$ cat src/rtl/riscv_pkg.sv
// Shared RV32I decode constants and enums for the ID->EX issue stage.
package riscv_pkg;

    localparam int unsigned ILEN = 32;

    localparam logic [6:0] OPC_OP     = 7'b0110011;
    localparam logic [6:0] OPC_OP_IMM = 7'b0010011;
    localparam logic [6:0] OPC_LUI    = 7'b0110111;
    localparam logic [6:0] OPC_AUIPC  = 7'b0010111;
    localparam logic [6:0] OPC_JAL    = 7'b1101111;
    localparam logic [6:0] OPC_JALR   = 7'b1100111;
    localparam logic [6:0] OPC_BRANCH = 7'b1100011;
    localparam logic [6:0] OPC_LOAD   = 7'b0000011;
    localparam logic [6:0] OPC_STORE  = 7'b0100011;

    // ALU opcode uses the OP/OP-IMM funct3 encoding directly
    typedef enum logic [2:0] {
        ALU_ADD  = 3'b000,
        ALU_SLL  = 3'b001,
        ALU_SLT  = 3'b010,
        ALU_SLTU = 3'b011,
        ALU_XOR  = 3'b100,
        ALU_SR   = 3'b101,
        ALU_OR   = 3'b110,
        ALU_AND  = 3'b111
    } alu_op_e;

    typedef enum logic [1:0] {
        FWD_RF  = 2'd0,
        FWD_EX  = 2'd1,
        FWD_MEM = 2'd2,
        FWD_WB  = 2'd3
    } fwd_sel_e;

    typedef enum logic [2:0] {
        IMM_NONE = 3'd0,
        IMM_I    = 3'd1,
        IMM_S    = 3'd2,
        IMM_B    = 3'd3,
        IMM_U    = 3'd4,
        IMM_J    = 3'd5
    } imm_fmt_e;

    typedef enum logic {
        ISS_EMPTY = 1'b0,
        ISS_FULL  = 1'b1
    } iss_state_e;

endpackage

$ cat src/rtl/rv_imm_gen.sv
// Combinational RV32I immediate extraction: format from opcode, 32-bit sign-extended value.
module rv_imm_gen
    import riscv_pkg::*;
(
    input  logic [ILEN-1:0] instr,
    output logic [ILEN-1:0] imm_c,
    output imm_fmt_e        fmt_c
);

    logic [6:0] opcode;
    assign opcode = instr[6:0];

    // Classify the immediate format by opcode
    always_comb begin
        fmt_c = IMM_NONE;
        case (opcode)
            OPC_OP_IMM, OPC_LOAD, OPC_JALR: fmt_c = IMM_I;
            OPC_STORE:                      fmt_c = IMM_S;
            OPC_BRANCH:                     fmt_c = IMM_B;
            OPC_LUI, OPC_AUIPC:             fmt_c = IMM_U;
            OPC_JAL:                        fmt_c = IMM_J;
            default:                        fmt_c = IMM_NONE;
        endcase
    end

    // Assemble the immediate; shift-immediates (funct3 x01) keep only the shamt
    always_comb begin
        imm_c = {{20{instr[31]}}, instr[31:20]};
        case (fmt_c)
            IMM_I: begin
                if (opcode == OPC_OP_IMM && instr[13:12] == 2'b01) begin
                    imm_c = {27'b0, instr[24:20]};
                end
            end
            IMM_S: imm_c = {{20{instr[31]}}, instr[31:25], instr[11:7]};
            IMM_B: imm_c = {{19{instr[31]}}, instr[31], instr[7], instr[30:25], instr[11:8], 1'b0};
            IMM_U: imm_c = {instr[31:12], 12'b0};
            IMM_J: imm_c = {{11{instr[31]}}, instr[31], instr[19:12], instr[20], instr[30:21], 1'b0};
            default: imm_c = {{20{instr[31]}}, instr[31:20]};
        endcase
    end

endmodule

$ cat src/rtl/id_ex_issue.sv
// ID->EX issue stage: decode, immediate, operand forwarding and the registered ALU operand slot.
module id_ex_issue
    import riscv_pkg::*;
#(
    parameter int unsigned XLEN = 32,
    parameter int unsigned RA_W = 5
) (
    input  logic            clk,
    input  logic            reset,
    input  logic            flush,
    input  logic            id_valid,
    output logic            id_ready,
    input  logic [31:0]     id_instr,
    input  logic [XLEN-1:0] id_pc,
    input  logic [XLEN-1:0] id_rs1_data,
    input  logic [XLEN-1:0] id_rs2_data,
    input  logic [XLEN-1:0] ex_alu_out,
    input  logic [RA_W-1:0] mem_rd,
    input  logic            mem_we,
    input  logic [XLEN-1:0] mem_result,
    input  logic [RA_W-1:0] wb_rd,
    input  logic            wb_we,
    input  logic [XLEN-1:0] wb_result,
    output logic            ex_valid,
    input  logic            ex_ready,
    output logic [XLEN-1:0] alu_in1,
    output logic [XLEN-1:0] alu_in2,
    output logic [2:0]      alu_op,
    output logic            alu_invert,
    output logic [RA_W-1:0] ex_rd,
    output logic            ex_we,
    output logic            ex_is_load,
    output logic            ex_is_store,
    output logic            ex_is_branch,
    output logic            ex_is_jump,
    output logic [2:0]      ex_funct3,
    output logic [XLEN-1:0] ex_store_data,
    output logic [XLEN-1:0] ex_imm,
    output logic [XLEN-1:0] ex_pc,
    output logic            ex_illegal
);

    function automatic fwd_sel_e fwd_pick(
        input logic [RA_W-1:0] rs,
        input logic            ex_ok,
        input logic [RA_W-1:0] e_rd,
        input logic            m_we,
        input logic [RA_W-1:0] m_rd,
        input logic            w_we,
        input logic [RA_W-1:0] w_rd
    );
        fwd_sel_e sel;
        sel = FWD_RF;
        if (rs == '0)                     sel = FWD_RF;
        else if (ex_ok && e_rd == rs)     sel = FWD_EX;
        else if (m_we && m_rd == rs)      sel = FWD_MEM;
        else if (w_we && w_rd == rs)      sel = FWD_WB;
        return sel;
    endfunction

    function automatic logic [XLEN-1:0] fwd_data(
        input fwd_sel_e        sel,
        input logic            rs_zero,
        input logic [XLEN-1:0] rf,
        input logic [XLEN-1:0] ex,
        input logic [XLEN-1:0] mem,
        input logic [XLEN-1:0] wb
    );
        logic [XLEN-1:0] val;
        case (sel)
            FWD_EX:  val = ex;
            FWD_MEM: val = mem;
            FWD_WB:  val = wb;
            default: val = rf;
        endcase
        if (rs_zero) val = '0;
        return val;
    endfunction

    iss_state_e      state_q;
    logic [6:0]      opcode;
    logic [2:0]      funct3;
    logic            f7b5;
    logic [RA_W-1:0] rs1, rs2, rd;
    logic [ILEN-1:0] imm_raw_c;
    imm_fmt_e        imm_fmt_c;
    logic [XLEN-1:0] imm_x;
    fwd_sel_e        rs1_sel, rs2_sel;
    logic [XLEN-1:0] rs1_val, rs2_val;
    logic            ex_src_ok;

    logic [XLEN-1:0] d_in1, d_in2;
    alu_op_e         d_op;
    logic            d_inv, d_wr, d_load, d_store, d_branch, d_jump, d_illegal;
    logic            use_rs1, use_rs2, rd_wr, hazard, load_en;

    assign opcode = id_instr[6:0];
    assign funct3 = id_instr[14:12];
    assign f7b5   = id_instr[30];
    assign rs1    = RA_W'(id_instr[19:15]);
    assign rs2    = RA_W'(id_instr[24:20]);
    assign rd     = RA_W'(id_instr[11:7]);

    rv_imm_gen u_imm_gen (
        .instr (id_instr),
        .imm_c (imm_raw_c),
        .fmt_c (imm_fmt_c)
    );

    assign imm_x = (imm_fmt_c == IMM_NONE) ? '0 : XLEN'($signed(imm_raw_c));

    // Operand forwarding: EX > MEM > WB > regfile, x0 always reads zero
    assign ex_src_ok = ex_valid && ex_we && !ex_is_load;
    assign rs1_sel   = fwd_pick(rs1, ex_src_ok, ex_rd, mem_we, mem_rd, wb_we, wb_rd);
    assign rs2_sel   = fwd_pick(rs2, ex_src_ok, ex_rd, mem_we, mem_rd, wb_we, wb_rd);
    assign rs1_val   = fwd_data(rs1_sel, rs1 == '0, id_rs1_data, ex_alu_out, mem_result, wb_result);
    assign rs2_val   = fwd_data(rs2_sel, rs2 == '0, id_rs2_data, ex_alu_out, mem_result, wb_result);

    // Decode into ALU operands, opcode and class flags
    always_comb begin
        d_in1     = '0;
        d_in2     = '0;
        d_op      = ALU_ADD;
        d_inv     = 1'b0;
        d_wr      = 1'b0;
        d_load    = 1'b0;
        d_store   = 1'b0;
        d_branch  = 1'b0;
        d_jump    = 1'b0;
        d_illegal = 1'b0;
        use_rs1   = 1'b0;
        use_rs2   = 1'b0;
        case (opcode)
            OPC_OP: begin
                d_in1   = rs1_val;
                d_in2   = rs2_val;
                d_op    = alu_op_e'(funct3);
                d_inv   = f7b5 && (funct3 == 3'b000 || funct3 == 3'b101);
                d_wr    = 1'b1;
                use_rs1 = 1'b1;
                use_rs2 = 1'b1;
            end
            OPC_OP_IMM: begin
                d_in1   = rs1_val;
                d_in2   = imm_x;
                d_op    = alu_op_e'(funct3);
                d_inv   = f7b5 && (funct3 == 3'b101);
                d_wr    = 1'b1;
                use_rs1 = 1'b1;
            end
            OPC_LUI: begin
                d_in2 = imm_x;
                d_wr  = 1'b1;
            end
            OPC_AUIPC: begin
                d_in1 = id_pc;
                d_in2 = imm_x;
                d_wr  = 1'b1;
            end
            OPC_LOAD: begin
                d_in1   = rs1_val;
                d_in2   = imm_x;
                d_wr    = 1'b1;
                d_load  = 1'b1;
                use_rs1 = 1'b1;
            end
            OPC_STORE: begin
                d_in1   = rs1_val;
                d_in2   = imm_x;
                d_store = 1'b1;
                use_rs1 = 1'b1;
                use_rs2 = 1'b1;
            end
            OPC_JAL: begin
                d_in1  = id_pc;
                d_in2  = XLEN'(4);
                d_wr   = 1'b1;
                d_jump = 1'b1;
            end
            OPC_JALR: begin
                d_in1   = id_pc;
                d_in2   = XLEN'(4);
                d_wr    = 1'b1;
                d_jump  = 1'b1;
                use_rs1 = 1'b1;
            end
            OPC_BRANCH: begin
                d_in1    = rs1_val;
                d_in2    = rs2_val;
                d_branch = 1'b1;
                use_rs1  = 1'b1;
                use_rs2  = 1'b1;
                case (funct3[2:1])
                    2'b10:   d_op = ALU_SLT;
                    2'b11:   d_op = ALU_SLTU;
                    default: begin
                        d_op  = ALU_ADD;
                        d_inv = 1'b1;
                    end
                endcase
            end
            default: d_illegal = 1'b1;
        endcase
    end

    // Load-use stall and the upstream handshake
    assign rd_wr    = d_wr && (rd != '0);
    assign hazard   = ex_valid && ex_is_load && (ex_rd != '0) &&
                      ((use_rs1 && rs1 == ex_rd) || (use_rs2 && rs2 == ex_rd));
    assign id_ready = !reset && (!ex_valid || ex_ready) && !hazard && !flush;
    assign load_en  = id_valid && id_ready;
    assign ex_valid = (state_q == ISS_FULL);

    // Occupancy FSM and output register; flush beats load and drain
    always_ff @(posedge clk) begin
        if (reset) begin
            state_q       <= ISS_EMPTY;
            alu_in1       <= '0;
            alu_in2       <= '0;
            alu_op        <= 3'b000;
            alu_invert    <= 1'b0;
            ex_rd         <= '0;
            ex_we         <= 1'b0;
            ex_is_load    <= 1'b0;
            ex_is_store   <= 1'b0;
            ex_is_branch  <= 1'b0;
            ex_is_jump    <= 1'b0;
            ex_funct3     <= 3'b000;
            ex_store_data <= '0;
            ex_imm        <= '0;
            ex_pc         <= '0;
            ex_illegal    <= 1'b0;
        end else if (flush) begin
            state_q <= ISS_EMPTY;
        end else if (load_en) begin
            state_q       <= ISS_FULL;
            alu_in1       <= d_in1;
            alu_in2       <= d_in2;
            alu_op        <= 3'(d_op);
            alu_invert    <= d_inv;
            ex_rd         <= rd_wr ? rd : '0;
            ex_we         <= rd_wr;
            ex_is_load    <= d_load;
            ex_is_store   <= d_store;
            ex_is_branch  <= d_branch;
            ex_is_jump    <= d_jump;
            ex_funct3     <= funct3;
            ex_store_data <= rs2_val;
            ex_imm        <= imm_x;
            ex_pc         <= id_pc;
            ex_illegal    <= d_illegal;
        end else if (ex_ready) begin
            state_q <= ISS_EMPTY;
        end
    end

endmodule

$ cat config.mk
export PLATFORM = sky130hd
export DESIGN_NAME = id_ex_issue
export DESIGN_NICKNAME = d
export VERILOG_FILES = /design/src/rtl/riscv_pkg.sv /design/src/rtl/rv_imm_gen.sv /design/src/rtl/id_ex_issue.sv
export SDC_FILE = /design/constraint.sdc
export NUM_CORES = 1
export LEC_CHECK = 0
export CORE_AREA = 2 2 164 166
export CTS_BUF_LIST = sky130_fd_sc_hd__clkbuf_4 sky130_fd_sc_hd__clkbuf_8
export CTS_CLUSTER_SIZE = 10
export DETAILED_ROUTE_END_ITERATION = 12
export DIE_AREA = 0 0 166 168
export MAX_ROUTING_LAYER = met4
export PLACE_DENSITY = 0.77
export SYNTH_ARGS = -nofsm -noshare
export SYNTH_HDL_FRONTEND = slang
export SYNTH_HIERARCHICAL = 1
export SYNTH_SLANG_ARGS = --single-unit
$ cat constraint.sdc
create_clock -name clk -period 3.5 [get_ports clk]
set_clock_uncertainty 0.05 [all_clocks]
set_input_delay 0.875 -clock clk [delete_from_list [all_inputs] [get_ports clk]]
set_output_delay 0.875 -clock clk [all_outputs]
set_load 0.02 [all_outputs]
==> results of run 1 <==
[flip-flops by register name, summed over array words and instances, names as in the netlist, 3 cells and up]
register       flops
alu_in1           32
alu_in2           32
alu_op             3
ex_funct3          3
ex_imm            32
ex_pc             32
ex_rd              5
ex_store_data     32
[worst min-delay path by stage]
stage	endpoint	slack, ns	depth (start not counted)
floorplan	ex_imm[10]	0.48	2
global placement	ex_imm[3]	0.39	2
detailed placement	ex_funct3[2]	0.40	2
CTS	ex_pc[10]	0.41	2
global route	ex_funct3[2]	0.43	2
finish	ex_pc[6]	0.41	2
[through the flow]
step                      hold slack, ns  setup WS, ns  power, µW   util  instance area, µm²
after floorplan                    0.479         0.506       2510      -               10300
after global placement             0.390        -0.228       3130  0.588               15500
after detailed placement           0.396        -0.265       3130  0.588               15500
after CTS                          0.411        0.0281       4660  0.604               15900
after global routing               0.427        0.0498       4820  0.605               15900
final                              0.410         0.131       4660  0.605               15900
[placed cells by master (no fill, tap or decap), drive strengths merged, types with 4 or more instances in the layout]
cell,synthesis,routed
a221oi,34,34
a21oi,214,214
a22o,4,4
diode,0,5
xor2,22,22
dfxtp,179,179
o211ai,34,34
o221ai,32,32
o22ai,32,32
nand2,253,253
xnor2,9,9
a22oi,63,63
inv,5,15
clkinv,0,4
clkdlybuf4s50,0,418
o2111ai,32,32
nor4,4,4
nand3b,5,5
a21o,19,19
nand4,6,6
nand3,107,107
o21ai,38,38
nand2b,6,6
nor3,10,10
nor2,52,52
buf,53,108
and2,12,12
clkbuf,88,18
or3,5,5
and3,4,4
[power groups by stage]
stage | registers (µW) | clock network (µW) | logic (µW)
2_1_floorplan | 2210 | 0 | 300
3_3_place_gp | 2160 | 0 | 972
3_5_place_dp | 2160 | 0 | 975
4_1_cts | 2110 | 1570 | 982
5_1_grt | 2120 | 1650 | 1050
6_report | 2110 | 1550 | 995
[layout make-up]
| class | count | area, µm² |
|---|---|---|
| Antenna cell | 5 | 12.5 |
| Clock buffer | 17 | 234 |
| Clock inverter | 15 | 185 |
| Fill cell | 2372 | 10400 |
| Inverter | 5 | 18.8 |
| Multi-Input combinational cell | 1032 | 6130 |
| Sequential cell | 179 | 3580 |
| Tap cell | 341 | 427 |
| Timing Repair Buffer | 527 | 5340 |
[timing repair]
item	in CTS	in global routing
resized for setup	5	1
pin swaps	1	0
setup endpoints to repair	1	1
[layer usage]
| layer | up-vias | part of all wire | GRT usage |
|---|---|---|---|
| li1 | 5831 | - | - |
| met1 | 6171 | 0.40 | 0.426 |
| met4 | 0 | 0.045 | 0.151 |
| met3 | 138 | 0.091 | 0.0661 |
| met5 | - | 0 | - |
| met2 | 825 | 0.47 | 0.544 |
[logic make-up (layout without fill, tap and decap cells)]
logic type	after synthesis	in the layout	synth area share
AOI/OAI and AO/OA	513	513	0.340
xor gates and xnor gates	31	31	0.0264
buffers and inverters	146	564	0.0649
DFF	179	179	0.348
muxes	3	3	0.00291
other	0	5	0
and+or+nand+nor	485	485	0.218
[worst max-delay path: stages]
cell and delay [ns]:
clkdlybuf4s50_1 0.50, nand2_1 0.10, a2111oi_2 0.36, buf_4 0.18
nand4_1 0.11, nand2_1 0.13, nor2_1 0.05, clkbuf_2 0.15
==> flow_metrics.tcl, run 1 <==
set metrics [dict create \
    grt_overflow 0 \
    ys_ff_latch 179 \
    cts_buffer_depth 2 \
    drt_first_iter_violations 1389 \
    cts_num_sinks 179 \
    area_growth_pct 54.6 \
    cellLeakagePower_uw 0.00523 \
    rsz0062_at_grt "no" \
    synth-edff-count 0 \
    drt.antenna.violating_nets 0 \
    worstSkewPairLatency_ns 0.48 \
    r2r_end "alu_in2[22]" \
    die_w_um 166 \
    crit_arrival_ns 2.44 \
    core-area_um2 26400 \
    final_max_slew_viol_count 0 \
    wl_per_cell_um 23.0 \
    grt_pass1_vias 12321 \
    timing.final.crit_share 0.963 \
    yosysMostFrequentCell "nand2_1" \
    r2r_start "ex_rd[1]" \
    syn_inst 1357 \
    p_clk_frac 0.333 \
    slew_headroom 0.367 \
    p_sw_uw 1470 \
    cts.htree.levels 4 \
    die_h_um 168 \
    grtUsageTotal 0.343 \
    r2r_setup_slack_ns 0.81 \
    crit_path_end_kind "output pin" \
    grt_max_degree 87 \
    final-instance-count-excl-fill 2121 \
    syn_area_um2 10300 \
    ys_top_cells_by_count "nand2_1 (253), a21oi_1 (214), dfxtp_1 (179)" \
    finalSetupViolCount 0 \
    cts_setup_buffers 0 \
    period_minus_slack_ns 3.37 \
    worst-path-max-fanout 2 \
    hold_path.class "flip-flop to flip-flop" \
    rows 60 \
    status "finished, final reports clean" \
    async_reset_ff_frac 0 \
    root_buffer "clkbuf_8" \
    totalWireLength_mm 48.8 \
    cp-startpoint "id_instr[1]" \
    routabilityCongestion 1.00 \
    io_buffer_count 420 \
    yosysSeqAreaShare 0.348 \
    die-area_um2 27900 \
    start_util 0.391 \
    endpoint "id_ready" \
    cts_hold_buf 0 \
    pwr-share-comb 0.213 \
    dr.pass1.iters 6 \
    syn_nets 1598 \
    ys_types 61 \
    cts.clk_slew.worst_paths_ns 0.10 \
    dpl.cell_count 2084 \
    syn_area_per_cell_um2 7.59 \
    ios 421 \
    num_vias 12965 \
    drc 0 \
    cts_tree "yes" \
    nets 2003 \
    p_seq_frac 0.453 \
    setup_tns_ns 0 \
    grt_pass1_wl_mm 72.8 \
    cts_made_buffers 17 \
    yosysWarningCount 6 \
    pwr_density_cell_nw_per_um2 293 \
    drive_gt1_frac 0.110 \
    cp-start-kind "input port" \
    synth_ff_type "dfxtp_1" \
    vias_per_cell 6.11 \
    critical_path_class "input port to output pin" \
    synth_top_area_share 0.348 \
    synthTopCellsByArea "dfxtp_1 (35%), a21oi_1 (10%), nand2_1 (9.2%)" \
    r2r_cells 10 \
    intPower_uw 3190 \
    peakVddDrop_v 0.000299 \
    switching_share 0.315 \
    detailed_place_hpwl_mm 36.2 \
    maxCapViolCount 0 \
    hold_start "ex_pc[6]" \
    fmax_mhz 297 \
    cp.required_ns 2.57 \
    grt_antenna_before_repair 5 \
    max_slew.worst_pin.slew_ns 0.949 \
    hold_viol_final 0 \
    yosysTopAreaCell "dfxtp_1" \
]
Power figures use the tool's default switching activity.
==> run 2, diff against run 1 <==
--- a/config.mk
+++ b/config.mk
@@ -10,6 +10,7 @@
 export CTS_CLUSTER_SIZE = 10
 export DETAILED_ROUTE_END_ITERATION = 12
 export DIE_AREA = 0 0 166 168
+export GPL_ROUTABILITY_DRIVEN = 0
 export MAX_ROUTING_LAYER = met4
 export PLACE_DENSITY = 0.77
 export SYNTH_ARGS = -nofsm -noshare
==> run 2 against run 1 <==
  * Utilization grew 0.48 points
  * Register-to-register slack better by 0.03 ns
  * Sequential cell count did not move
  * Count of clock-buffer cells in the layout stayed put
  * Critical path type unchanged
  * Design area increased by 0.79%
==> flow_metrics.tcl, run 2 (synthesized netlist as in run 1, its figures left out) <==
set metrics [dict create \
    totalWireLength_mm 47.9 \
    die_w_um 166 \
    finalSetupViolCount 0 \
    cts.htree.levels 4 \
    mostFrequentLayoutCells "clkdlybuf4s50_1 (415), nand2_1 (252), a21oi_1 (211)" \
    drt_first_iter_violations 1480 \
    grt_pass1_vias 12443 \
    die_h_um 168 \
    grt_overflow 0 \
    cp_top_family "buffers and inverters" \
    layout_commonest_cell "clkdlybuf4s50_1" \
    slew_headroom 0.329 \
    design_area_um2 16100 \
    slowest_stage "clkdlybuf4s50_1" \
    ios 421 \
    rows 60 \
    core-area_um2 26400 \
    final_max_slew_viol_count 0 \
    die-area_um2 27900 \
    dr.pass1.iters 6 \
    grt_max_degree 78 \
    hold_path.class "flip-flop to flip-flop" \
    hold_viol_final 0 \
    pwr-share-comb 0.215 \
    max_slew.worst_pin.slew_ns 1.01 \
    detailed_place_hpwl_mm 35.2 \
    pwr_density_cell_nw_per_um2 289 \
    cp.buffers_inverters 3 \
    intPower_uw 3140 \
    p_total_uw 4640 \
    area_growth_pct 55.9 \
    p_clk_frac 0.329 \
    placed_area_um2 15600 \
    drc 0 \
    drt.antenna.violating_nets 0 \
    cts_tree "yes" \
    drive_gt1_frac 0.119 \
    wl_per_cell_um 22.4 \
    slowest_delay_ns 0.44 \
    cts.clk_slew.worst_paths_ns 0.11 \
    grtUsageTotal 0.340 \
    cts_made_buffers 17 \
    cts_num_sinks 179 \
    status "finished, final reports clean" \
    worstSkewPairLatency_ns 0.48 \
    root_buffer "clkbuf_8" \
    num_vias 12891 \
    grt_pass1_wl_mm 72.7 \
    crit_path_end_kind "output pin" \
    io_buffer_count 420 \
    worst-path-max-fanout 2 \
    nets 2017 \
    grt_antenna_before_repair 2 \
    cellLeakagePower_uw 0.00531 \
    p_sw_uw 1500 \
    maxCapViolCount 0 \
    fmax_mhz 290 \
    timing.final.crit_share 0.985 \
    start_util 0.391 \
    vias_per_cell 6.05 \
    crit_chain "clkdlybuf4s50_1 -> nand2b_4 -> a2111oi_4 -> buf_4 -> nand4_1 -> nand2_2 -> nor2_1 -> clkdlybuf4s15_2" \
    post-route-util 0.609 \
    cp-start-kind "input port" \
    cp.required_ns 2.57 \
    peakVddDrop_v 0.000257 \
    critical_path_class "input port to output pin" \
    crit_arrival_ns 2.52 \
    rsz0062_at_grt "no" \
    p_seq_frac 0.455 \
    switching_share 0.324 \
    period_minus_slack_ns 3.45 \
    cts_buffer_depth 2 \
]
run 2: cell types whose count changed in the layout (fill, tap and decap cells not counted), sizes merged:
cell	previous run	this run
clkdlybuf4s50	418	415
buf	108	122
clkinvlp	0	1
diode	5	2
clkinv	4	7
inv	15	12
bufinv	1	0
clkdlybuf4s15	0	1
clkbuf	18	17
dlymetal6s2s	0	3
run 2: per-layer routing:
metal  vias up  GRT usage  wire length (µm)
met2       808      0.555             22600
li1       5854          -                 -
met5         -          -                 0
met1      6097      0.416             18900
met3       132     0.0628              4270
met4         0      0.141              2100
run 2: repair_timing:
item / in CTS / in global routing
endpoints found under the setup margin: 1 / 1
setup buffers: 0 / 1
hold buffers: 0 / 0
gates resized for setup: 7 / 10
pin swaps: 1 / 3
run 2: power groups by stage:
| stage | clock [µW] | combinational [µW] | sequential (µW) |
|---|---|---|---|
| floorplan | 0 | 300 | 2210 |
| global placement | 0 | 965 | 2160 |
| detailed placement | 0 | 974 | 2160 |
| CTS | 1550 | 983 | 2110 |
| global route | 1620 | 1060 | 2120 |
| finish | 1530 | 1000 | 2110 |
run 2: worst register-to-register path, cell delays in order (launching register included):
cell and delay (ns):
dfxtp_1 0.49, xor2_1 0.11, nor3_1 0.34, buf_4 0.19, a31o_2 0.24, a21oi_4 0.06, buf_12 0.17, buf_4 0.18
o22ai_1 0.25, o211ai_1 0.22, a221oi_2 0.28
run 2: area by class of cell:
class | count | area (µm²)
clock buffers | 17 | 234
multi-input cells | 1032 | 6160
inverters | 5 | 18.8
flip-flops and latches | 179 | 3580
well taps | 341 | 427
fillers | 2263 | 10300
repair buffers | 541 | 5440
diodes | 2 | 5.00
clock inverters | 15 | 183
run 2: path summary, 6_finish.rpt:
check,startpoint,to,slack [ns],depth (start not counted)
max,id_instr[3],id_ready,0.05,8
min,ex_imm[11],ex_imm[11],0.41,2
max reg2reg,ex_rd[1],alu_in2[20],0.84,10
min reg2reg,ex_imm[11],ex_imm[11],0.41,2
run 2: through the flow:
step / std cells / hold slack (ns) / setup TNS (ns) / worst slack [ns]
finish: 2132 / 0.408 / 0 / 0.0530
global route: 2132 / 0.422 / 0 / 0.0250
CTS: 2129 / 0.408 / 0 / 0.0103
detailed placement: 2097 / 0.393 / -1.79 / -0.396
global placement: 2097 / 0.389 / -1.68 / -0.482
floorplan: 1357 / 0.479 / 0 / 0.506
==> run 3, diff against run 2 <==
--- a/config.mk
+++ b/config.mk
@@ -5,6 +5,7 @@
 export SDC_FILE = /design/constraint.sdc
 export NUM_CORES = 1
 export LEC_CHECK = 0
+export ABC_CLOCK_PERIOD_IN_PS = 3500
 export CORE_AREA = 2 2 164 166
 export CTS_BUF_LIST = sky130_fd_sc_hd__clkbuf_4 sky130_fd_sc_hd__clkbuf_8
 export CTS_CLUSTER_SIZE = 10
==> results of run 3 <==
Final layout, timing and power as in run 2 (identical DEF).
